<file path="config.mk">
export PLATFORM = sky130hd
export DESIGN_NAME = div_share_arbiter
export DESIGN_NICKNAME = d
export VERILOG_FILES = /design/src/rtl/div_share_arbiter.sv
export SDC_FILE = /design/constraint.sdc
export NUM_CORES = 1
export LEC_CHECK = 0
export BUFFER_PORTS_ARGS = -buffer_cell sky130_fd_sc_hd__buf_2
export CORE_MARGIN = 1.5
export CORE_UTILIZATION = 42
export CTS_CLUSTER_SIZE = 12
export DETAILED_ROUTE_END_ITERATION = 10
export GPL_ROUTABILITY_DRIVEN = 1
export PLACE_DENSITY = 0.85
export SLEW_MARGIN = 10
export SYNTH_ARGS = -nofsm -noshare
export SYNTH_HDL_FRONTEND = slang
export SYNTH_SLANG_ARGS = --single-unit
</file>
<file path="constraint.sdc">
create_clock -name clk_i -period 3.5 [get_ports clk_i]
set_input_delay 0.35 -clock clk_i [delete_from_list [all_inputs] [get_ports clk_i]]
set_output_delay 0.35 -clock clk_i [all_outputs]
set_load 0.03 [all_outputs]
</file>
<file path="src/rtl/div_share_arbiter.sv">
// div_share_arbiter
//   Shares one in-order, untagged, pipelined divider among N_REQ requesters.
//   Requests are picked round-robin. A grant that stalls on divider ready is
//   locked until its handshake completes. The number of operations in flight
//   is limited by a tag FIFO that records which requester issued each
//   operation. Each divider result is routed back to the requester at the
//   FIFO head.
//
// Ports
//   clk_i, rst_i                      clock, asynchronous active-high reset
//   req_valid_i / req_ready_o         per-requester issue handshake
//   req_dividend_i / req_divisor_i    packed operands, requester k at slice k
//   rsp_valid_o / rsp_ready_i         one-hot result valid, per-requester ready
//   rsp_quotient_o / rsp_remainder_o  shared result bus (pass-through)
//   div_valid_o / div_ready_i         issue handshake to the divider
//   div_dividend_o / div_divisor_o    operands of the granted requester
//   div_valid_i / div_ready_o         result handshake from the divider
//   div_quotient_i / div_remainder_i  divider results
//   outstanding_o                     operations in flight (tag FIFO occupancy)
//   err_o                             sticky: divider result with no tag
module div_share_arbiter #(
  parameter int N_REQ           = 4,
  parameter int DIVIDEND_WIDTH  = 8,
  parameter int DIVISOR_WIDTH   = 8,
  parameter int MAX_OUTSTANDING = 16,
  localparam int ID_W  = (N_REQ > 1) ? $clog2(N_REQ) : 1,
  localparam int CNT_W = $clog2(MAX_OUTSTANDING + 1)
) (
  input  logic                              clk_i,
  input  logic                              rst_i,
  input  logic [N_REQ-1:0]                  req_valid_i,
  output logic [N_REQ-1:0]                  req_ready_o,
  input  logic [N_REQ*DIVIDEND_WIDTH-1:0]   req_dividend_i,
  input  logic [N_REQ*DIVISOR_WIDTH-1:0]    req_divisor_i,
  output logic [N_REQ-1:0]                  rsp_valid_o,
  input  logic [N_REQ-1:0]                  rsp_ready_i,
  output logic [DIVIDEND_WIDTH-1:0]         rsp_quotient_o,
  output logic [DIVISOR_WIDTH-1:0]          rsp_remainder_o,
  output logic                              div_valid_o,
  input  logic                              div_ready_i,
  output logic [DIVIDEND_WIDTH-1:0]         div_dividend_o,
  output logic [DIVISOR_WIDTH-1:0]          div_divisor_o,
  input  logic                              div_valid_i,
  output logic                              div_ready_o,
  input  logic [DIVIDEND_WIDTH-1:0]         div_quotient_i,
  input  logic [DIVISOR_WIDTH-1:0]          div_remainder_i,
  output logic [CNT_W-1:0]                  outstanding_o,
  output logic                              err_o
);

  localparam int AW = (MAX_OUTSTANDING > 1) ? $clog2(MAX_OUTSTANDING) : 1;
  localparam logic [CNT_W-1:0] MAX_CNT   = CNT_W'(MAX_OUTSTANDING);
  localparam logic [AW-1:0]    LAST_SLOT = AW'(MAX_OUTSTANDING - 1);
  localparam logic [ID_W-1:0]  LAST_ID   = ID_W'(N_REQ - 1);

  // Arbitration state
  logic [ID_W-1:0] r_ptr;
  logic            r_lock;
  logic [ID_W-1:0] r_lock_id;

  // Tag FIFO: requester ID of every in-flight operation, in issue order
  logic [ID_W-1:0] r_tag_mem [MAX_OUTSTANDING];
  logic [AW-1:0]   r_wr_ptr;
  logic [AW-1:0]   r_rd_ptr;
  logic [CNT_W-1:0] r_count;
  logic            r_err;

  logic                      w_found;
  logic [ID_W-1:0]           w_rr_id;
  logic [ID_W:0]             w_cand;
  logic                      w_credit_ok;
  logic                      w_grant_vld;
  logic [ID_W-1:0]           w_grant_id;
  logic                      w_push;
  logic                      w_pop;
  logic                      w_empty;
  logic [ID_W-1:0]           w_head;
  logic                      w_rsp_vld;
  logic [DIVIDEND_WIDTH-1:0] w_dvd [N_REQ];
  logic [DIVISOR_WIDTH-1:0]  w_dvs [N_REQ];

  // Round-robin search: first valid requester at or after r_ptr, with wrap.
  // The candidate index is formed one bit wider so that the wrap needs only
  // a single conditional subtract.
  always_comb begin
    w_found = 1'b0;
    w_rr_id = '0;
    w_cand  = '0;
    for (int i = 0; i < N_REQ; i++) begin
      w_cand = {1'b0, r_ptr} + (ID_W+1)'(i);
      if (w_cand >= (ID_W+1)'(N_REQ)) begin
        w_cand = w_cand - (ID_W+1)'(N_REQ);
      end
      if (!w_found && req_valid_i[w_cand[ID_W-1:0]]) begin
        w_found = 1'b1;
        w_rr_id = w_cand[ID_W-1:0];
      end
    end
  end

  // A stalled grant keeps its ID. The lock can only be taken while credit
  // is available, and credit cannot shrink without an issue, so the credit
  // gate never breaks a lock.
  assign w_credit_ok = (r_count < MAX_CNT);
  assign w_grant_id  = r_lock ? r_lock_id : w_rr_id;
  assign w_grant_vld = !rst_i && w_credit_ok &&
                       (r_lock ? req_valid_i[r_lock_id] : w_found);
  assign w_push      = w_grant_vld && div_ready_i;

  assign div_valid_o    = w_grant_vld;
  assign div_dividend_o = w_grant_vld ? w_dvd[w_grant_id] : '0;
  assign div_divisor_o  = w_grant_vld ? w_dvs[w_grant_id] : '0;

  // Response routing from the FIFO head. With an empty FIFO the divider is
  // always drained so a stray result cannot block it.
  assign w_empty   = (r_count == '0);
  assign w_head    = r_tag_mem[r_rd_ptr];
  assign w_rsp_vld = !rst_i && div_valid_i && !w_empty;
  assign div_ready_o = !rst_i && (w_empty || rsp_ready_i[w_head]);
  assign w_pop       = div_valid_i && div_ready_o && !w_empty;

  assign rsp_quotient_o  = div_quotient_i;
  assign rsp_remainder_o = div_remainder_i;
  assign outstanding_o   = r_count;
  assign err_o           = r_err;

  generate
    for (genvar gi = 0; gi < N_REQ; gi++) begin : g_req
      assign w_dvd[gi]       = req_dividend_i[gi*DIVIDEND_WIDTH +: DIVIDEND_WIDTH];
      assign w_dvs[gi]       = req_divisor_i[gi*DIVISOR_WIDTH +: DIVISOR_WIDTH];
      assign req_ready_o[gi] = w_push && (w_grant_id == ID_W'(gi));
      assign rsp_valid_o[gi] = w_rsp_vld && (w_head == ID_W'(gi));
    end
  endgenerate

  // Tag storage needs no reset: only entries counted by r_count are read.
  always_ff @(posedge clk_i) begin
    if (w_push) begin
      r_tag_mem[r_wr_ptr] <= w_grant_id;
    end
  end

  always_ff @(posedge clk_i or posedge rst_i) begin
    if (rst_i) begin
      r_ptr     <= '0;
      r_lock    <= 1'b0;
      r_lock_id <= '0;
      r_wr_ptr  <= '0;
      r_rd_ptr  <= '0;
      r_count   <= '0;
      r_err     <= 1'b0;
    end else begin
      if (w_push) begin
        r_lock   <= 1'b0;
        r_ptr    <= (w_grant_id == LAST_ID) ? '0 : w_grant_id + 1'b1;
        r_wr_ptr <= (r_wr_ptr == LAST_SLOT) ? '0 : r_wr_ptr + 1'b1;
      end else if (w_grant_vld) begin
        r_lock    <= 1'b1;
        r_lock_id <= w_grant_id;
      end
      if (w_pop) begin
        r_rd_ptr <= (r_rd_ptr == LAST_SLOT) ? '0 : r_rd_ptr + 1'b1;
      end
      case ({w_push, w_pop})
        2'b10:   r_count <= r_count + 1'b1;
        2'b01:   r_count <= r_count - 1'b1;
        default: r_count <= r_count;
      endcase
      if (div_valid_i && w_empty) begin
        r_err <= 1'b1;
      end
    end
  end

endmodule

</file>
## Word level (Yosys, flattened, before mapping)

Memory sizes are Yosys's and may differ from the RTL's.
Cells that the tools add are included.

| word-level totals | value |
|---|---|
| register bits | 19 |
| memory bits (writable) | 32 |
| input port bits | 92 |
| output and inout port bits | 48 |
| logic and storage cells | 118 |
| memories kept | 1 |

Memory list:

| memory | words | width | rd ports | clocked after Yosys merged registers in | write ports | line | text |
|---|---|---|---|---|---|---|---|
| r_tag_mem | 16 | 2 | 1 | 0 | 1 | 62 | `logic [ID_W-1:0] r_tag_mem [MAX_OUTSTANDING];` |

| operators by class | value |
|---|---|
| add/sub/neg operators | 12 |
| order comparisons | 12 |
| equal/unequal tests | 10 |
| muxes and demuxes | 42 |
| bitwise logic cells | 2 |
| reductions and logical operators | 32 |

Operators by type and width:

| operator | number |
|---|---|
| 8-bit two-way mux | 6 |
| 8-bit binary-select mux with 2-bit select | 2 |
| 1-bit logical AND | 20 |
| 2-bit two-way mux | 10 |
| 2-bit by 3-bit < comparator with 1-bit output, second input constant | 6 |
| 1-bit two-way mux | 15 |
| 1-bit binary-select mux with 2-bit select | 6 |
| 3-bit greater-or-equal comparator, second input constant | 4 |
| 2-bit equality test, second input constant | 5 |
| 5-bit case mux with 2 select lines | 1 |
| 4-bit by 1-bit adder with 4-bit output, second input constant | 2 |
| 4-bit equality test, second input constant | 2 |
| 4-bit two-way mux | 2 |
| 2-bit by 1-bit subtractor with 2-bit output, second input constant | 4 |
| 2-bit by 2-bit adder with 3-bit output, second input constant | 2 |
| 2-bit by 1-bit equality test with 1-bit output, second input constant | 3 |
| 5-bit by 1-bit adder with 5-bit output, second input constant | 1 |
| 1-bit logical NOT | 5 |
| 5-bit logical NOT | 1 |
| 5-bit < comparator, second input constant | 1 |
| 5-bit by 1-bit subtractor with 5-bit output, second input constant | 1 |
| 2-bit logical NOT | 2 |
| 2-bit nonzero test | 2 |
| 2-bit by 1-bit adder with 3-bit output, second input constant | 1 |
| 6 further kinds | 6 |

## Depth between registers and ports, before layout

| logic depth | value |
|---|---|
| depth after elaboration | 20 |
| depth in mapped cells | 16 |
| gate-level depth less buffers | 14 |

## Worst setup path after synthesis

Ideal clock, no wire load.

| timing | value |
|---|---|
| kind | reg2reg |
| start point | register r_rd_ptr[2] |
| end point | register r_count[4], in the netlist outstanding_o[4] |
| library setup time | 0.138 ns |
| arrival time | 3.237 ns |
| data required time | 3.362 ns |
| slack | 0.125 ns |
| cell stages (with the launch flop) | 16 |
| path buffers | 1 |
| period minus slack after synthesis | 3.375 ns |
| path through | dfrtp_1 > buf_2 > mux2_2 > mux4_2 > mux2i_1 > or4_4 > o211a_4 > ha_1 > inv_1 > fa_1 > inv_1 > a21o_1 > a21oi_1 > xnor2_1 > nor2_1 > xor2_1 |

| on the way | value |
|---|---|
| cells in the longest elaborated chain, start to end | 9 |
| elaborated cells between the ends (all ways) | 11 |
| classes of those cells | eq/ne (2); mux (3); reduce/logical (5); memory (1) |

Ends and longest elaborated chain:

| item | line | text |
|---|---|---|
| start, declared | 64 | `logic [AW-1:0] r_rd_ptr;` |
| start signal, assigned | 162 | `r_rd_ptr <= (r_rd_ptr == LAST_SLOT) ? '0 : r_rd_ptr + 1'b1;` |
| memory read 16 x 2 bit * | n/a |  |
| 1-bit binary-select mux with 2-bit select * | 119 | `assign div_ready_o = !rst_i && (w_empty \|\| rsp_ready_i[w_head]);` |
| 1-bit two-way mux (not written as such) * | 119 |  |
| 1-bit logical OR * | 119 |  |
| 1-bit logical AND * | 119 |  |
| 1-bit logical AND * (2 in series) | 120 | `assign w_pop = div_valid_i && div_ready_o && !w_empty;` |
| named net w_pop | 75 | `logic w_pop;` |
| 2-bit by 1-bit equality test with 1-bit output / 2-bit equality test (equally long branches) | 164 | `case ({w_push, w_pop})` |
| 5-bit case mux with 2 select lines / 2-bit nonzero test (equally long branches) | n/a |  |
| end signal, assigned | 165 | `2'b10: r_count <= r_count + 1'b1;` |
| end signal, assigned | 166 | `2'b01: r_count <= r_count - 1'b1;` |
| end signal, assigned | 167 | `default: r_count <= r_count;` |
| end, declared | 65 | `logic [CNT_W-1:0] r_count;` |

The timed path passes the listed nets; every way through them passes the cells marked *. The select of a mux whose other input is x is not followed.
A chain may end at the register's enable or synchronous reset.

## Final worst setup path

Same ends and word-level chain as after synthesis.

==> impl_metrics.tcl <==
set metrics [dict create \
    outcome "finished clean" \
    dp_hpwl_mm 5.825 \
    slew_violations 0 \
    slew_headroom_pct 47.36 \
    holdBufCountCts 0 \
    fill_cells 658 \
    numCtsBuffers 5 \
    wl_per_cell_um 15.53 \
    setup_viol 0 \
    period_share_pct 96.58 \
    ir_drop_v 0.0003236 \
    crit_required_ps 3690 \
    critical_path.top_delay_family "multiplexers" \
    routed_wirelength_mm 7.623 \
    diodes 0 \
    clock-sinks 51 \
    start_util_pct 43.31 \
    fin_tns_setup_ps 0 \
    synthFlopType "edfxtp_1" \
    clkLatencyLatePin_ps 300 \
    synth_cell_types 49 \
    syn_area_per_cell_um2 11.74 \
    h-tree-depth 2 \
    tritoncts "built" \
    pwr_density_cell_nw_per_um2 820.8 \
    maxCapViolCount 0 \
    ant_nets 0 \
    syn_area_um2 3347 \
    clk_pin_slew_ps 90 \
    die_area_um2 8514 \
    synthArstFlopShare_pct 37.25 \
    synth_edf_count 32 \
    io_pins 140 \
    syn_nets 391 \
    synth.yosys.seq_area_share_pct 42.92 \
    final_layout_size_suffix_gt1_share_pct 44.22 \
    max_stage_delay_ps 560 \
    grt_max_degree 37 \
    hold_violations 0 \
    drc 0 \
    overflow 0 \
    die_w_um 92.27 \
    hp-class "in2async" \
    antenna_found_initial 0 \
    io_buffers 107 \
    worst_pin_slew_ps 788.7 \
    design.core.area_um2 7727 \
    grt_usage_pct 18.80 \
    postSynthCellCount 285 \
    crit_chain "mux2_2 -> mux4_2 -> mux2i_1 -> or4_4 -> o211a_4 -> ha_4 -> inv_2 -> fa_2 -> inv_1 -> a21o_1 -> a21oi_2 -> xnor2_1 -> nor2_1 -> xor2_1" \
    fmaxAchievable_mhz 295.8 \
    syn_to_final_growth_pct 21.91 \
    grt_pass1_vias 2802 \
    ys_warn_count 0 \
    crit_slowest_cell "or4_4" \
    cp-start-kind "flip-flop" \
    place_inst 476 \
    clock_skew_ps 10.80 \
    crit_type "reg2reg" \
    vias 2666 \
    min_period_ps 3380 \
    crit_path_end_kind "flip-flop" \
    layout.cells.non_filler 491 \
    drtIter0Drc 154 \
    cp_num_buf_inv 2 \
    die-height_um 92.27 \
    fin_nets 494 \
    drt-pass1-iter-count 5 \
    crit_fanout 5 \
    gp_congestion 0.9245 \
    leakagePower_uw 0.001822 \
    rows 32 \
    root_buffer "clkbuf_8" \
    ys_ff_latch 51 \
    via_per_inst 5.430 \
    cp.arrival_ps 3570 \
    grt_pass1_wl_mm 12.56 \
    clock_path_buffers 2 \
]
-- routing by layer --
layer / share of wire (%) / global-route usage [%] / up-vias / wire (um)
met1: 38 / 21.68 / 1286 / 2934
met5: 0 / 0 / - / 0
li1: - / - / 1236 / -
met3: 7.0 / 3.648 / 14 / 535
met4: 2.1 / 7.436 / 0 / 161
met2: 52 / 34.07 / 130 / 3992
-- cells in the mapped netlist, types with 2 or more instances --
master	number	area (um2)
o21ai_1	3	15.01
edfxtp_1	32	960.9
nand2b_1	4	25.02
o21ai_0	8	40.04
mux2i_1	9	90.09
mux4_1	2	52.55
nand2_1	20	75.07
a21oi_1	10	50.05
xor2_1	4	35.03
a21o_1	5	37.54
nor3_1	5	25.02
xnor2_1	3	26.28
nor2b_1	2	12.51
dfrtp_1	19	475.5
nor2_1	17	63.81
nor4_1	2	12.51
mux2_2	6	67.56
mux2_1	2	22.52
nor3b_1	3	22.52
and2_1	18	112.6
clkbuf_1	7	26.28
inv_1	15	56.30
buf_2	5	25.02
mux4_2	20	450.4
nand3_1	6	30.03
ha_1	13	162.7
and3_1	5	31.28
o22ai_1	2	12.51
or4_1	2	15.01
buf_1	2	7.510
buf_4	16	120.1
-- where the power goes --
group	internal (uW)	total [uW]	switching [uW]
registers	832	1020	191
logic	933	2010	1070
clock network	142	321	178
-- flip-flops by register name, indices dropped and copies added, names as in the netlist --
name / count
err_o: 1
r_ptr: 2
r_lock_id: 2
r_tag_mem: 32
r_wr_ptr: 4
r_rd_ptr: 4
r_lock: 1
outstanding_o: 5
-- cells by family after synthesis --
| group | Yosys count | synth area share, % |
|---|---|---|
| simple gates | 87 | 13.49 |
| flops | 51 | 42.92 |
| buf+inv | 46 | 7.365 |
| compound gates | 40 | 8.075 |
| mux | 40 | 20.86 |
| fa+ha+maj | 14 | 5.458 |
| xor+xnor | 7 | 1.832 |
-- metrics by stage --
step | total power (uW) | hold WS, ps | area (um2) | setup WS [ps] | util [%]
floorplan | 2449 | 301.1 | 3347 | 125.0 | -
global placement | 2849 | 436.4 | 3926 | 59.24 | 50.81
detailed placement | 2928 | 464.2 | 3926 | -92.01 | 50.81
CTS | 3265 | 260.5 | 4006 | 11.07 | 51.85
global route | 3595 | 284.2 | 4080 | -23.52 | 52.80
finish | 3349 | 243.7 | 4080 | 119.8 | 52.80
-- cell usage in the layout, fill, tap and decap left out, drive strengths merged, types with 2 or more instances in the layout --
cell type  instances
o21ai             11
buf              127
inv               15
mux2i              9
dfrtp             19
nand2b             4
or4                3
a21o               5
xnor2              3
nand3              6
nor4               2
nor2b              2
ha                13
nand2             20
clkbuf             8
xor2               4
a21oi             10
nor2              17
edfxtp            32
mux4              22
and2              18
mux2               9
o211a              2
and3               5
nor3b              3
nor3               5
o22ai              2
-- what timing repair did --
action                     CTS  global route
gates resized for setup      3             7
pin swaps                    0             5
setup endpoints to repair    1             1
buffers inserted             0             7
gates cloned                 0             0
-- layout make-up --
type	instances	area (um2)	area share (%)
well taps	102	127.6	3.128
multi-input cells	188	1692	41.46
repair buffers	127	685.7	16.80
clock buffers	8	80.08	1.963
inverters	15	56.30	1.380
flip-flops and latches	51	1439	35.27
-- worst paths after layout --
check	slack, ps	from	cells after the start	to
max	120	r_rd_ptr[2]	14	outstanding_o[4]
min	240	rst_i	2	outstanding_o[4]
max reg2reg	120	r_rd_ptr[2]	14	outstanding_o[4]
min reg2reg	490	err_o	1	err_o
max in group asynchronous	2700	rst_i	2	r_rd_ptr[2]
min in group clk_i	270	div_valid_i	2	err_o
Power figures use the tool's default switching activity.
